File: src/rtl/seg7_scan_ctrl.sv
// Multiplexed 7-segment scan controller: double-buffered digit data, BCD/hex
// decode, optional leading-zero blanking and a sticky bad-BCD-digit flag.
module seg7_scan_ctrl #(
  parameter int DIGITS = 4,
  parameter int DIV    = 1000
) (
  input  logic                  clk,
  input  logic                  rst,
  input  logic                  load,
  input  logic [4*DIGITS-1:0]   in_data,
  input  logic                  hex_mode,
  input  logic                  blank_lz,
  output logic [6:0]            seg,
  output logic [DIGITS-1:0]     an,
  output logic                  frame_done,
  output logic                  bad_digit
);

  localparam int IW = (DIGITS > 1) ? $clog2(DIGITS) : 1;
  localparam int PW = $clog2(DIV);
  localparam logic [PW-1:0] PRESC_LAST = PW'(DIV - 1);
  localparam logic [PW-1:0] PRESC_PRE  = PW'(DIV - 2);
  localparam logic [IW-1:0] IDX_LAST   = IW'(DIGITS - 1);
  localparam logic [6:0]    SEG_BLANK  = 7'b1111111;

  function automatic logic [6:0] seg7_decode(input logic [3:0] nib, input logic hex);
    logic [6:0] pat;
    case (nib)
      4'h0:    pat = 7'b0000001;
      4'h1:    pat = 7'b1001111;
      4'h2:    pat = 7'b0010010;
      4'h3:    pat = 7'b0000110;
      4'h4:    pat = 7'b1001100;
      4'h5:    pat = 7'b0100100;
      4'h6:    pat = 7'b0100000;
      4'h7:    pat = 7'b0001111;
      4'h8:    pat = 7'b0000000;
      4'h9:    pat = 7'b0000100;
      4'hA:    pat = hex ? 7'b0001000 : SEG_BLANK;
      4'hB:    pat = hex ? 7'b1100000 : SEG_BLANK;
      4'hC:    pat = hex ? 7'b0110001 : SEG_BLANK;
      4'hD:    pat = hex ? 7'b1000010 : SEG_BLANK;
      4'hE:    pat = hex ? 7'b0110000 : SEG_BLANK;
      4'hF:    pat = hex ? 7'b0111000 : SEG_BLANK;
      default: pat = SEG_BLANK;
    endcase
    return pat;
  endfunction

  logic [PW-1:0]         presc_r;
  logic [IW-1:0]         idx_r;
  logic [4*DIGITS-1:0]   shadow_data_r;
  logic                  shadow_hex_r;
  logic                  shadow_blz_r;
  logic                  pending_r;
  logic [4*DIGITS-1:0]   active_data_r;
  logic                  active_hex_r;
  logic                  active_blz_r;
  logic [6:0]            seg_r;
  logic [DIGITS-1:0]     an_r;
  logic                  frame_done_r;
  logic                  bad_digit_r;

  logic                  tick_s;
  logic                  frame_end_s;
  logic [3:0]            cur_nib_s;
  logic                  cur_lz_s;
  logic                  zero_run_s;
  logic                  sel_s;
  logic [DIGITS-1:0]     an_next_s;
  logic [6:0]            seg_next_s;
  logic                  bad_set_s;

  assign tick_s      = (presc_r == PRESC_LAST);
  assign frame_end_s = tick_s && (idx_r == IDX_LAST);

  // Slot timing: prescaler and digit index.
  always_ff @(posedge clk or posedge rst) begin
    if (rst) begin
      presc_r <= '0;
      idx_r   <= '0;
    end else if (tick_s) begin
      presc_r <= '0;
      idx_r   <= (idx_r == IDX_LAST) ? '0 : idx_r + IW'(1);
    end else begin
      presc_r <= presc_r + PW'(1);
    end
  end

  // Double buffer; a load on the frame-end tick lands after the copy.
  always_ff @(posedge clk or posedge rst) begin
    if (rst) begin
      shadow_data_r <= '0;
      shadow_hex_r  <= 1'b0;
      shadow_blz_r  <= 1'b0;
      pending_r     <= 1'b0;
      active_data_r <= '0;
      active_hex_r  <= 1'b0;
      active_blz_r  <= 1'b0;
    end else begin
      if (frame_end_s && pending_r) begin
        active_data_r <= shadow_data_r;
        active_hex_r  <= shadow_hex_r;
        active_blz_r  <= shadow_blz_r;
      end
      if (load) begin
        shadow_data_r <= in_data;
        shadow_hex_r  <= hex_mode;
        shadow_blz_r  <= blank_lz;
        pending_r     <= 1'b1;
      end else if (frame_end_s) begin
        pending_r <= 1'b0;
      end
    end
  end

  // Select current digit, leading-zero state and anode pattern.
  always_comb begin
    cur_nib_s  = 4'h0;
    cur_lz_s   = 1'b0;
    zero_run_s = 1'b1;
    sel_s      = 1'b0;
    an_next_s  = {DIGITS{1'b1}};
    for (int i = DIGITS - 1; i >= 0; i--) begin
      zero_run_s   = zero_run_s && (active_data_r[4*i +: 4] == 4'h0);
      sel_s        = (idx_r == IW'(i));
      cur_nib_s    = cur_nib_s | (sel_s ? active_data_r[4*i +: 4] : 4'h0);
      cur_lz_s     = cur_lz_s | (sel_s && zero_run_s && (i != 0));
      an_next_s[i] = !sel_s;
    end
    if (active_blz_r && cur_lz_s) begin
      seg_next_s = SEG_BLANK;
    end else begin
      seg_next_s = seg7_decode(cur_nib_s, active_hex_r);
    end
    bad_set_s = !active_hex_r && (cur_nib_s > 4'd9);
  end

  // Registered outputs; frame_done is pre-decoded one cycle early so it lines up with the tick.
  always_ff @(posedge clk or posedge rst) begin
    if (rst) begin
      seg_r        <= SEG_BLANK;
      an_r         <= {DIGITS{1'b1}};
      frame_done_r <= 1'b0;
      bad_digit_r  <= 1'b0;
    end else begin
      seg_r        <= seg_next_s;
      an_r         <= an_next_s;
      frame_done_r <= (presc_r == PRESC_PRE) && (idx_r == IDX_LAST);
      if (bad_set_s) begin
        bad_digit_r <= 1'b1;
      end else if (load) begin
        bad_digit_r <= 1'b0;
      end
    end
  end

  assign seg        = seg_r;
  assign an         = an_r;
  assign frame_done = frame_done_r;
  assign bad_digit  = bad_digit_r;

endmodule

File: config.mk
export PLATFORM = sky130hd
export DESIGN_NAME = seg7_scan_ctrl
export DESIGN_NICKNAME = d
export VERILOG_FILES = /design/src/rtl/seg7_scan_ctrl.sv
export SDC_FILE = /design/constraint.sdc
export NUM_CORES = 1
export LEC_CHECK = 0
export ABC_CLOCK_PERIOD_IN_PS = 2200
export BUFFER_PORTS_ARGS = -buffer_cell sky130_fd_sc_hd__buf_2
export CORE_MARGIN = 2
export CORE_UTILIZATION = 55
export CTS_CLUSTER_SIZE = 16
export DETAILED_ROUTE_END_ITERATION = 8
export PLACE_DENSITY = 0.73
export SLEW_MARGIN = 20
export SYNTH_ARGS = -nofsm -noshare
export SYNTH_HDL_FRONTEND = slang
export SYNTH_SLANG_ARGS = --single-unit
File: constraint.sdc
create_clock -name clk -period 2.2 [get_ports clk]
set_input_delay 0.44 -clock clk [delete_from_list [all_inputs] [get_ports clk]]
set_output_delay 0.44 -clock clk [all_outputs]
set_load 0.02 [all_outputs]
==> flow_summary.yaml <==
yosys:
  syn-mean-instance-area_um2: 12.6
  yosys_warnings: 0
  synth.top_cell.area_share: 0.458
  ys_top_cells_by_area: "dfrtp_1 (46%), mux2_2 (11%), dfstp_2 (10%), mux2_4 (5.4%), ha_1 (2.7%)"
  seq_area_frac_synth: 0.562
  yosysUniqueCellTypes: 38
  synth-seq-cells: 62
  synth_edf_count: 0
  ys_dominant_reg_cell: "dfrtp_1"
  synthArstFlopShare: 1.00
  syn_inst: 221
  synthesis.area_um2: 2780
  syn-num-nets: 248
  synth_top_area_cell: "dfrtp_1"
setup_path:
  end_kind: "flip-flop"
  path_cells: "inv_1 -> ha_1 -> a22oi_1 -> and2_2 -> nand2_1 -> nor3b_1 -> o21ai_0"
  cp_data_required_time_ns: 2.45
  worst-path-buf-inv: 1
  cp_max_fo: 9
  crit_slowest_cell: "dfrtp_1"
  arrival_ns: 2.25
  cp-start-kind: "flip-flop"
  path_class: "reg -> reg"
  crit_family: "simple AND/OR/NAND/NOR gates"
  critPathMaxStageDelay_ns: 0.41
final_layout:
  drive_gt1_frac: 0.399
  final_cell_mix: "dfrtp_1 (51), buf_2 (33), mux2_2 (28)"
  final_common_cell: "dfrtp_1"
  fin_util: 0.662
  fillCellCount: 389
  area_growth_pct: 14.6
  fin_nets: 286
  diodes: 0
timing:
  finalHoldViolations: 0
  grt_setup_unrepaired: "no"
  fin_hold_ws_ns: 0.160
  period_minus_slack_ns: 2.00
  maxSlewHeadroom: 0.701
  max_freq_mhz: 500
  post-route-period-util: 0.909
  worst_pin_slew_ns: 0.449
  setup_viol: 0
  fin_tns_setup_ns: 0
  finalMaxSlewViolations: 0
  fin_skew_ns: 0.00541
clocking:
  cts-hold-fix-buffers: 0
  cts_tree: "yes"
  root_buffer: "clkbuf_8"
  cts_sinks: 62
  cts-buffers-inserted: 9
  cts_resized: 0
  clockBufferDepth: 2
  clk_pin_slew_worst_paths_ns: 0.06
  post_cts_buffers: 0
  clock_latency_ns: 0.33
  h-tree-depth: 3
routing:
  drcViolationCount: 0
  drt_iter0_markers: 119
  firstDrtPassIters: 4
  drt_wl_total_um: 4420
  vias: 1708
  wl_per_cell_um: 13.4
  ant_nets: 0
  viasPerCell: 5.18
floorplanning:
  dieArea_um2: 5650
  die_h_um: 75.1
  ioPinCount: 34
  fp-row-count: 25
  start_util: 0.578
  die-width_um: 75.1
  core_um2: 4820
place:
  gp_congestion: 0.782
  dp_hpwl_um: 3080
  place.port_buffers: 33
grt:
  overflow: 0
  grt_max_degree: 63
  grt_first_pass_wirelength_um: 7650
  grt_pass1_vias: 1616
  antenna_found_initial: 0
  grt.total_usage: 0.189
power:
  p_leak_nw: 1.54
  power_per_cell_area_nw_per_um2: 667
  power.total_mw: 2.13
  ir_drop_uv: 451
run_status:
  status: "finished clean"
min_path:
  hp-class: "in -> async"
job:
  maxCapViolCount: 0
state kept, by name (all words and copies together), names as in the netlist:
name           flops
active_data_r     16
shadow_data_r     16
presc_r           10
seg                7
an                 4
idx_r              2
active_blz_r       1
active_hex_r       1
bad_digit          1
frame_done         1
pending_r          1
shadow_blz_r       1
shadow_hex_r       1
final timing paths:
check | to | slack [ns] | depth (start not counted) | startpoint
max in group asynchronous | seg[5] | 1.75 | 3 | rst
min reg2reg | presc_r[4] | 0.49 | 1 | presc_r[4]
max | seg[0] | 0.20 | 7 | idx_r[0]
min | pending_r | 0.16 | 3 | rst
max reg2reg | seg[0] | 0.20 | 7 | idx_r[0]
min in group clk | shadow_data_r[11] | 0.33 | 2 | in_data[11]
power by group:
| part | switching (mW) | leakage, nW | internal (mW) | total [mW] |
|---|---|---|---|---|
| logic | 0.0384 | 0.685 | 0.0461 | 0.0844 |
| registers | 0.0170 | 0.766 | 1.17 | 1.19 |
| clock network | 0.388 | 0.0865 | 0.463 | 0.852 |
| total | 0.444 | 1.54 | 1.68 | 2.13 |
through the flow:
| stage | setup WS (ns) | cells | area, um^2 |
|---|---|---|---|
| detailed placement | 0.164 | 315 | 3020 |
| floorplan | 0.237 | 221 | 2780 |
| global placement | 0.185 | 315 | 3020 |
| finish | 0.200 | 330 | 3190 |
| global route | 0.0172 | 330 | 3190 |
| CTS | 0.119 | 330 | 3190 |
tightest hold or removal path: stages:
cell    delay, ns
buf_2        0.10
inv_2        0.06
buf_12       0.28
area by class of cell:
class | count | area, um^2 | share of cell area
flip-flops and latches | 62 | 1570 | 0.491
multi-input cells | 141 | 1140 | 0.358
repair buffers | 35 | 193 | 0.0604
clock buffers | 14 | 163 | 0.0510
well taps | 67 | 83.8 | 0.0263
inverters | 10 | 37.5 | 0.0118
clock inverters | 1 | 5.00 | 0.00157
cells by family (layout without fill, tap and decap cells):
logic type | after synthesis | count (layout) | synth area share
XOR/XNOR | 9 | 9 | 0.0283
AO/OA/AOI/OAI | 36 | 36 | 0.0809
buffers and inverters | 18 | 60 | 0.0288
multiplexers | 38 | 38 | 0.167
flip-flops | 62 | 62 | 0.562
adder cells (fa/ha/maj) | 6 | 6 | 0.0270
AND/OR/NAND/NOR | 52 | 52 | 0.106
Yosys cell counts (all sizes together), types with 2 or more instances:
cell    instances
xor2            5
nand3           7
nor3b           2
a22oi           8
mux2           38
xnor2           4
ha              6
nor3            4
o21ai           9
clkbuf          3
and2            5
dfrtp          51
and3            4
inv            10
dfstp          11
nand2          13
o22ai           3
a21oi           8
nor2           14
buf             5
per-layer routing:
metal | vias up | track usage | share of wire
li1 | 860 | - | -
met1 | 803 | 0.266 | 0.49
met2 | 37 | 0.258 | 0.44
met3 | 8 | 0.0817 | 0.051
met4 | 0 | 0.0760 | 0.016
met5 | - | 0 | 0
Power figures use the tool's default switching activity.
